File: src/rtl/mult_div_unit.sv
// ---------------------------------------------------------------------------
// mult_div_unit
//   Iterative HI/LO multiply/divide unit. A multiply or divide is accepted
//   in IDLE, runs WIDTH shift-add / restoring-divide iterations on operand
//   magnitudes in CALC, then applies the sign correction and writes HI/LO
//   in FIX. Total latency is WIDTH+1 clock edges regardless of operands.
//   MTHI/MTLO write HI/LO directly in a single edge.
//
// Ports
//   clk_i          clock, all state changes on the rising edge
//   rst_ni         asynchronous active-low reset
//   start_i        request one operation (sampled on a rising edge)
//   op_i           000 MULT, 001 MULTU, 010 DIV, 011 DIVU, 100 MTHI, 101 MTLO
//   src_a_i        first operand / dividend / MTHI-MTLO data
//   src_b_i        second operand / divisor
//   busy_o         multiply or divide in progress
//   done_o         one-cycle pulse when HI/LO receive a mult/div result
//   div_by_zero_o  last completed divide had a zero divisor
//   hi_o, lo_o     HI and LO registers
// ---------------------------------------------------------------------------
module mult_div_unit #(
    parameter int WIDTH = 32
) (
    input  logic             clk_i,
    input  logic             rst_ni,
    input  logic             start_i,
    input  logic [2:0]       op_i,
    input  logic [WIDTH-1:0] src_a_i,
    input  logic [WIDTH-1:0] src_b_i,
    output logic             busy_o,
    output logic             done_o,
    output logic             div_by_zero_o,
    output logic [WIDTH-1:0] hi_o,
    output logic [WIDTH-1:0] lo_o
);

    localparam logic [1:0] S_IDLE = 2'b00;
    localparam logic [1:0] S_CALC = 2'b01;
    localparam logic [1:0] S_FIX  = 2'b10;

    localparam logic [2:0] OP_MTHI = 3'b100;
    localparam logic [2:0] OP_MTLO = 3'b101;

    localparam int CW = $clog2(WIDTH + 1);

    logic [1:0]       state_q, state_d;
    logic [CW-1:0]    cnt_q, cnt_d;
    // acc: running product upper half (multiply) or partial remainder (divide)
    logic [WIDTH:0]   acc_q, acc_d;
    // x: multiplier being shifted out (multiply) or dividend/quotient (divide)
    logic [WIDTH-1:0] x_q, x_d;
    logic [WIDTH-1:0] b_q, b_d;
    logic             is_div_q, is_div_d;
    logic             neg_res_q, neg_res_d;
    logic             neg_rem_q, neg_rem_d;
    logic             b_zero_q, b_zero_d;
    logic [WIDTH-1:0] hi_q, hi_d;
    logic [WIDTH-1:0] lo_q, lo_d;
    logic             done_q, done_d;
    logic             dbz_q, dbz_d;

    logic               is_signed;
    logic [WIDTH:0]     mul_sum;
    logic [WIDTH:0]     div_shift;
    logic [WIDTH+1:0]   div_diff;
    logic [2*WIDTH-1:0] prod_mag;
    logic [2*WIDTH-1:0] prod;
    logic [WIDTH-1:0]   quo;
    logic [WIDTH-1:0]   rem;

    // Magnitude of a possibly-signed operand. The most negative value maps
    // to itself, which is its correct unsigned magnitude.
    function automatic logic [WIDTH-1:0] magnitude(input logic [WIDTH-1:0] v,
                                                   input logic             sgn);
        return (sgn && v[WIDTH-1]) ? -v : v;
    endfunction

    assign is_signed = ~op_i[0];

    assign mul_sum   = acc_q + (x_q[0] ? {1'b0, b_q} : '0);
    assign div_shift = {acc_q[WIDTH-1:0], x_q[WIDTH-1]};
    // Extra top bit acts as the borrow of the trial subtraction.
    assign div_diff  = {1'b0, div_shift} - {2'b00, b_q};

    assign prod_mag = {acc_q[WIDTH-1:0], x_q};
    assign prod     = neg_res_q ? -prod_mag : prod_mag;
    // A zero divisor leaves the remainder equal to |dividend|, so the normal
    // remainder sign fix returns the dividend; only LO needs overriding.
    assign quo      = b_zero_q ? '1 : (neg_res_q ? -x_q : x_q);
    assign rem      = neg_rem_q ? -acc_q[WIDTH-1:0] : acc_q[WIDTH-1:0];

    always_comb begin
        state_d   = state_q;
        cnt_d     = cnt_q;
        acc_d     = acc_q;
        x_d       = x_q;
        b_d       = b_q;
        is_div_d  = is_div_q;
        neg_res_d = neg_res_q;
        neg_rem_d = neg_rem_q;
        b_zero_d  = b_zero_q;
        hi_d      = hi_q;
        lo_d      = lo_q;
        done_d    = 1'b0;
        dbz_d     = dbz_q;

        case (state_q)
            S_IDLE: begin
                if (start_i) begin
                    if (!op_i[2]) begin
                        state_d   = S_CALC;
                        cnt_d     = '0;
                        acc_d     = '0;
                        x_d       = magnitude(src_a_i, is_signed);
                        b_d       = magnitude(src_b_i, is_signed);
                        is_div_d  = op_i[1];
                        neg_res_d = is_signed & (src_a_i[WIDTH-1] ^ src_b_i[WIDTH-1]);
                        neg_rem_d = is_signed & src_a_i[WIDTH-1];
                        b_zero_d  = (src_b_i == '0);
                    end else if (op_i == OP_MTHI) begin
                        hi_d = src_a_i;
                    end else if (op_i == OP_MTLO) begin
                        lo_d = src_a_i;
                    end
                end
            end
            S_CALC: begin
                if (is_div_q) begin
                    if (!div_diff[WIDTH+1]) begin
                        acc_d = div_diff[WIDTH:0];
                        x_d   = {x_q[WIDTH-2:0], 1'b1};
                    end else begin
                        acc_d = div_shift;
                        x_d   = {x_q[WIDTH-2:0], 1'b0};
                    end
                end else begin
                    acc_d = {1'b0, mul_sum[WIDTH:1]};
                    x_d   = {mul_sum[0], x_q[WIDTH-1:1]};
                end
                cnt_d = cnt_q + CW'(1);
                if (cnt_q == CW'(WIDTH - 1)) begin
                    state_d = S_FIX;
                end
            end
            S_FIX: begin
                if (is_div_q) begin
                    hi_d = rem;
                    lo_d = quo;
                end else begin
                    hi_d = prod[2*WIDTH-1:WIDTH];
                    lo_d = prod[WIDTH-1:0];
                end
                dbz_d   = is_div_q & b_zero_q;
                done_d  = 1'b1;
                state_d = S_IDLE;
            end
            default: begin
                state_d = S_IDLE;
            end
        endcase
    end

    always_ff @(posedge clk_i or negedge rst_ni) begin
        if (!rst_ni) begin
            state_q   <= S_IDLE;
            cnt_q     <= '0;
            acc_q     <= '0;
            x_q       <= '0;
            b_q       <= '0;
            is_div_q  <= 1'b0;
            neg_res_q <= 1'b0;
            neg_rem_q <= 1'b0;
            b_zero_q  <= 1'b0;
            hi_q      <= '0;
            lo_q      <= '0;
            done_q    <= 1'b0;
            dbz_q     <= 1'b0;
        end else begin
            state_q   <= state_d;
            cnt_q     <= cnt_d;
            acc_q     <= acc_d;
            x_q       <= x_d;
            b_q       <= b_d;
            is_div_q  <= is_div_d;
            neg_res_q <= neg_res_d;
            neg_rem_q <= neg_rem_d;
            b_zero_q  <= b_zero_d;
            hi_q      <= hi_d;
            lo_q      <= lo_d;
            done_q    <= done_d;
            dbz_q     <= dbz_d;
        end
    end

    assign busy_o        = (state_q != S_IDLE);
    assign done_o        = done_q;
    assign div_by_zero_o = dbz_q;
    assign hi_o          = hi_q;
    assign lo_o          = lo_q;

endmodule

File: config.mk
export PLATFORM = sky130hd
export DESIGN_NAME = mult_div_unit
export DESIGN_NICKNAME = d
export VERILOG_FILES = /design/src/rtl/mult_div_unit.sv
export SDC_FILE = /design/constraint.sdc
export NUM_CORES = 1
export LEC_CHECK = 0
export BUFFER_PORTS_ARGS = -buffer_cell sky130_fd_sc_hd__clkbuf_2
export CAP_MARGIN = 10
export CORE_MARGIN = 10
export CORE_UTILIZATION = 60
export DETAILED_ROUTE_END_ITERATION = 8
export PLACE_DENSITY = 0.79
export SYNTH_ARGS = -nofsm -noshare
export SYNTH_HDL_FRONTEND = slang
export SYNTH_SLANG_ARGS = --single-unit
export TNS_END_PERCENT = 20
File: constraint.sdc
create_clock -name clk_i -period 3.7 [get_ports clk_i]
set_input_delay 0 -clock clk_i [delete_from_list [all_inputs] [get_ports clk_i]]
set_output_delay 0 -clock clk_i [all_outputs]
set_load 0.03 [all_outputs]
Yosys cells after proc, flatten, opt, wreduce, memory -nomap -nowiden
Cells that the tools add are included.
Widths: inputs -> output; s select.
- bits in writable memories: 0
- memories: 0
- ROM bits: 0
- register bits: 175
- logic and storage cells: 87
- input bits: 70
- output and inout port bits: 67
- bits in latches: 0
- reduce and logical (&&, ||, !) cells: 12
- divide/modulo/power cells: 0
- shifts and indexed selects: 0
- $lt $le $gt $ge: 0
- add/sub/neg operators: 8
- multiply operators: 0
- muxes and demuxes: 36
- equal/unequal tests: 12
- bitwise operators: 6
- operators with widths (kind ; count):
    $mux 32 ; 18
    $pmux 32 s2 ; 3
    $mux 33 ; 4
    $neg 32->32 ; 4
    $pmux 33 s2 ; 1
    $mux 64 ; 1
    $neg 64->64 ; 1
    $sub 33x32->34 ; 1
    $add 33x32->33 ; 1
    $logic_not 32->1 ; 1
    $ne 2x2->1 const B ; 7
    $mux 6 ; 2
    $pmux 6 s2 ; 1
    $reduce_and 3->1 ; 3
    $add 6x1->6 const B ; 1
    $eq 3x3->1 const B ; 2
    $eq 6x5->1 const B ; 1
    $mux 2 ; 3
    $reduce_bool 2->1 ; 3
    $reduce_and 5->1 ; 1
    $pmux 2 s2 ; 1
    $reduce_and 4->1 ; 1
    $and 1x1->1 ; 3
    $eq 2x1->1 const B ; 1
    other kinds (6) ; 9

Depth between registers and ports, before layout
- word-level depth: 6
- mapped depth: 14
- mapped depth without buffers: 13

Worst setup path after synthesis
No wires, ideal clock.
- kind: reg2reg
- from: register acc_q[5]
- to: register acc_q[20]
- path buffers: 2
- stages on the path, launching flop included: 12
- arrival: 2.990 ns
- path slack: 0.589 ns
- data required time: 3.579 ns
- period minus slack after synthesis: 3.111 ns
- library setup time: 0.121 ns
- cell sequence: dfrtp_1 > ha_1 > and3_1 > a21boi_0 > a41o_1 > a2111oi_2 > nor4_1 > a2111oi_2 > buf_2 > buf_2 > o211ai_1 > a22o_1
- cells in the longest elaborated chain, start to end: 4
- elaborated cells on any way between the ends: 5
- those cells by class: add/sub (2); mux (3)
- ends and longest elaborated chain (element ; RTL line ; RTL):
    start, declared ; 49 ; logic [WIDTH:0] acc_q, acc_d;
    start signal, assigned ; 167 ; acc_q <= '0;
    start signal, assigned ; 181 ; acc_q <= acc_d;
    $sub 33x32->34 ; 83 ; assign div_diff = {1'b0, div_shift} - {2'b00, b_q};
    $mux 33 ; 129 ; if (!div_diff[WIDTH+1]) begin
    $mux 33 * ; 128 ; if (is_div_q) begin
    $pmux 33 s2 * ; 107 ; case (state_q)
Every way passes the cells marked *; elsewhere a longest branch is shown, timed or not.
A chain may end at the register's enable or synchronous reset.

Final worst setup path
- from: register x_q[0]
- to: register acc_q[20]
- cells in the longest elaborated chain, start to end: 4
- ends and longest elaborated chain (element ; RTL line ; RTL):
    start, declared ; 51 ; logic [WIDTH-1:0] x_q, x_d;
    start signal, assigned ; 168 ; x_q <= '0;
    start signal, assigned ; 182 ; x_q <= x_d;
    $mux 32 ; 80 ; assign mul_sum = acc_q + (x_q[0] ? {1'b0, b_q} : '0);
    $add 33x32->33 ; 80 ;
    $mux 33 ; 128 ;
    $pmux 33 s2 ; 107 ;
Every way passes these cells.

==> key figures <==
Status
  – Status: finished clean

Cells and area
  – Area Growth Syn to Fin: 17.7%
  – Post-layout util: 72.2%
  – Layout cells sized above 1: 13.0%
  – Final nets: 2,198
  – Final instance area: 17,000 sq um

Yosys
  – Leading area contributor after synthesis: dfrtp_1
  – FFs w/ async S/R, synth: 100%
  – Netlist Area Pre-Place: 14,500 sq um
  – Synth Register Bits: 175
  – EDFF count, synth: 0
  – Synth area leaders: dfrtp_1 (30%), o21ai_0 (7.7%), nand2_1 (6.7%), ha_1 (6.0%), a21oi_1 (5.7%)
  – Syn Inst Count: 1,869
  – Synthesized Nets: 2,010
  – Ys Warns: 0
  – Avg Synthesized Cell Area: 7.75 sq um
  – Synth top area share: 30.3%
  – Yosys cell types: 71
  – Ys flop type: dfrtp_1
  – Proportion of synthesized chip area in sequential cells: 30.3%

Pwr
  – Power Dens Cells: 1060 nW/um^2
  – P_leak: 0.00765 uW
  – Tot Pwr: 18,100 uW
  – Comb pwr share: 68.9%
  – Cell-internal power: 8730 uW
  – Reg power frac: 21.2%
  – Clock power share: 9.9%
  – Worst IR drop on VDD: 0.427 mV
  – Switching power: 9380 uW
  – Sw Share: 51.8%

Clocking
  – Clock Path Buffers: 2
  – Reg clk slew, reported paths: 70 ps
  – CTS Root Buffer Type: clkbuf_16
  – CTS sink count: 175
  – Total CTS buffers: 17
  – Htree depth: 4
  – CTS tree: yes
  – Clock Latency Late Sink: 440 ps

STA
  – Setup tns final: 0 ps
  – Min cycle time layout: 3530 ps
  – Final Max Tran Viols: 0
  – Setup-failing EPs final: 0
  – Fmax: 284 MHz
  – Fin crit share: 95.3%
  – Slew @ Worst Pin: 1050 ps
  – Final Hold Fails: 0
  – Slew HR: 29.6%
  – Final Hold Slack: 4.72 ps
  – Final clock skew: 16.6 ps

Worst setup path
  – CP Capture Point: acc_q[20]$_DFFE_PN0P_
  – Reg-to-Reg Start: x_q[0]$_DFFE_PN0P_
  – Critical path class: flop to flop
  – Crit path cell chain: clkinvlp_4, nor2_1, ha_1, a21oi_1, o21ai_0, o21a_1, o31ai_1, o21ai_0, buf_4, a221oi_1, xor2_1, a21oi_1, a22o_1
  – R2R cell count: 13
  – Critical Path Stages: 13
  – Critical path peak fanout: 12
  – Worst Setup SP: x_q[0]$_DFFE_PN0P_
  – CP endpoint kind: flop
  – Startpoint types: flop
  – CP max stage delay: 480 ps
  – RR Endpoint: acc_q[20]$_DFFE_PN0P_
  – Req. time, crit path: 4020 ps
  – Crit-path leading delay family: compound AO/OA/AOI/OAI gates
  – Crit path buf inv count: 2
  – Crit path DAT: 3850 ps
  – CP max stage cell: dfrtp_1
  – R2r setup slk: 170 ps

GRT
  – Vias in the first global route: 14.5k
  – Antenna violations before repair: 1
  – GR Util All Layers: 29.9%
  – Total gr overflow: 0
  – First-pass GRT wire length: 75.7 mm
  – Largest net degree at the start of global routing: 96

Place
  – Placed wire-length estimate: 34.4 mm
  – Placer Congestion: 1.01
  – Port-buffer cells: 136
  – Placement Cell Area: 15,700 sq um

Floorplanning
  – Boundary Pins: 137
  – Die X: 175 um
  – Core outline area: 23,600 sq um
  – Die Area: 30,700 sq um
  – Row count: 56
  – Initial Utilization: 61.3%
  – Die H: 175 um

Drt
  – Post-DR wirelength/cell: 19.8 um
  – DR vias/cell: 6.24
  – DRC: 0
  – Final wirelength: 47.4 mm
  – Antenna Nets Post-Route: 0
  – First drt pass iteration count: 5
  – DR iter-0 viols: 1,326
  – DR vias: 14.9k

Worst hold path
  – Hold Crit Class: input pin to flop

Flow run
  – Max-cap viol count: 0
through the flow:
step / setup WS [ps] / cells
after floorplan: 589 / 1869
after global placement: 258 / 2288
after detailed placement: 200 / 2288
after CTS: 193 / 2387
after global routing: -13.6 / 2390
final: 174 / 2390
per-layer routing:
metal  part of all wire, %  global-route usage [%]  wire [um]  up-vias
li1                      -                       -          -     7035
met1                    42                    37.6      19700     6972
met2                    46                    49.7      21900      768
met3                   8.7                    6.18       4130      142
met4                   3.5                    11.1       1670        0
met5                     0                       0          0        -
layout by cell type (no fill, tap or decap), drive strengths merged, types with 6 or more instances in the layout:
cell type | synthesis | routed
nand2 | 260 | 260
o21ai | 230 | 230
dfrtp | 175 | 175
a21oi | 165 | 165
nor2 | 159 | 159
clkbuf | 85 | 154
xor2 | 84 | 84
xnor2 | 83 | 83
inv | 69 | 76
buf | 21 | 72
ha | 69 | 69
dlygate4sd3 | 0 | 67
mux2i | 66 | 66
nor3 | 32 | 32
o31ai | 27 | 27
a21o | 27 | 27
nand2b | 21 | 21
a31oi | 19 | 19
nand3 | 19 | 19
nor4 | 19 | 19
or3 | 18 | 18
o211ai | 18 | 18
a22oi | 18 | 18
and3 | 15 | 15
nor2b | 14 | 14
o21a | 13 | 13
o221ai | 13 | 13
or4 | 13 | 13
and2 | 10 | 10
nand4 | 9 | 9
o41ai | 9 | 9
o22ai | 8 | 8
a211oi | 8 | 8
o31a | 7 | 7
or2 | 7 | 7
a22o | 6 | 6
cell type report:
cell class	instances	area (sq um)
antenna	1	2.50
inverter	69	263
multi-input combinational	1519	9490
tap	319	399
fill	1907	6570
timing repair buffer	275	1930
clock buffer	18	429
sequential	175	4380
clock inverter	14	141
worst reg2reg max path: cells and delay by family (launching register included):
family          cells  cell delay [ps]
fa+ha+maj           1              290
xor+xnor            1              190
flops               1              480
simple gates        1              200
compound gates      8             1770
buf+inv             2              470
state kept, by name, indices dropped and copies added (netlist names):
name	count
x_q	32
neg_res_q	1
div_by_zero_o	1
lo_o	32
neg_rem_q	1
done_o	1
b_q	32
state_q	2
cnt_q	6
is_div_q	1
acc_q	33
hi_o	32
b_zero_q	1
synthesized netlist by cell type, drive strengths merged (14+ instances only):
cell,number
inv,69
a21oi,165
mux2i,66
nand2,260
o211ai,18
dfrtp,175
xor2,84
buf,21
xnor2,83
nor2,159
clkbuf,85
nor4,19
ha,69
and3,15
o31ai,27
nand2b,21
o21ai,230
nor2b,14
a21o,27
a31oi,19
a22oi,18
nand3,19
nor3,32
or3,18
power groups by stage:
stage	Sequential (uW)	Combinational (uW)	Clock (uW)
after floorplan	4030	8400	0
after global placement	3800	11800	0
after detailed placement	3840	12000	0
after CTS	3800	12100	1800
after global routing	3940	13700	1890
final	3840	12500	1790
logic make-up (layout without fill, tap and decap cells):
family / count (synthesis) / after routing / share of synthesized area (%)
AND/OR/NAND/NOR: 607 / 607 / 18.9
AO/OA/AOI/OAI: 605 / 605 / 25.1
flip-flops: 175 / 175 / 30.3
buffers and inverters: 175 / 376 / 4.61
XOR/XNOR: 167 / 167 / 10.1
adder cells (fa/ha/maj): 71 / 71 / 6.24
multiplexers: 69 / 69 / 4.80
other: 0 / 1 / 0
what timing repair did:
| item | in CTS | in global routing |
|---|---|---|
| hold buffers | 67 | 0 |
| buffers inserted | 0 | 1 |
| hold endpoints to repair | 176 | 0 |
| setup endpoints to repair | 0 | 6 |
| gates resized for setup | 0 | 8 |
how the worst min path moves through the flow:
stage                     startpoint              endpoint  slack, ps  depth (start not counted)
after floorplan               rst_ni  acc_q[0]$_DFFE_PN0P_       -300                          0
after global placement        rst_ni  lo_o[10]$_DFFE_PN0P_        120                          1
after CTS                 src_a_i[5]   hi_o[5]$_DFFE_PN0P_          6                          3
after global routing      src_a_i[5]   hi_o[5]$_DFFE_PN0P_         20                          3
final                     src_a_i[5]   hi_o[5]$_DFFE_PN0P_          5                          3
after detailed placement      rst_ni  lo_o[10]$_DFFE_PN0P_        120                          1
(Power assumes the default switching activity.)
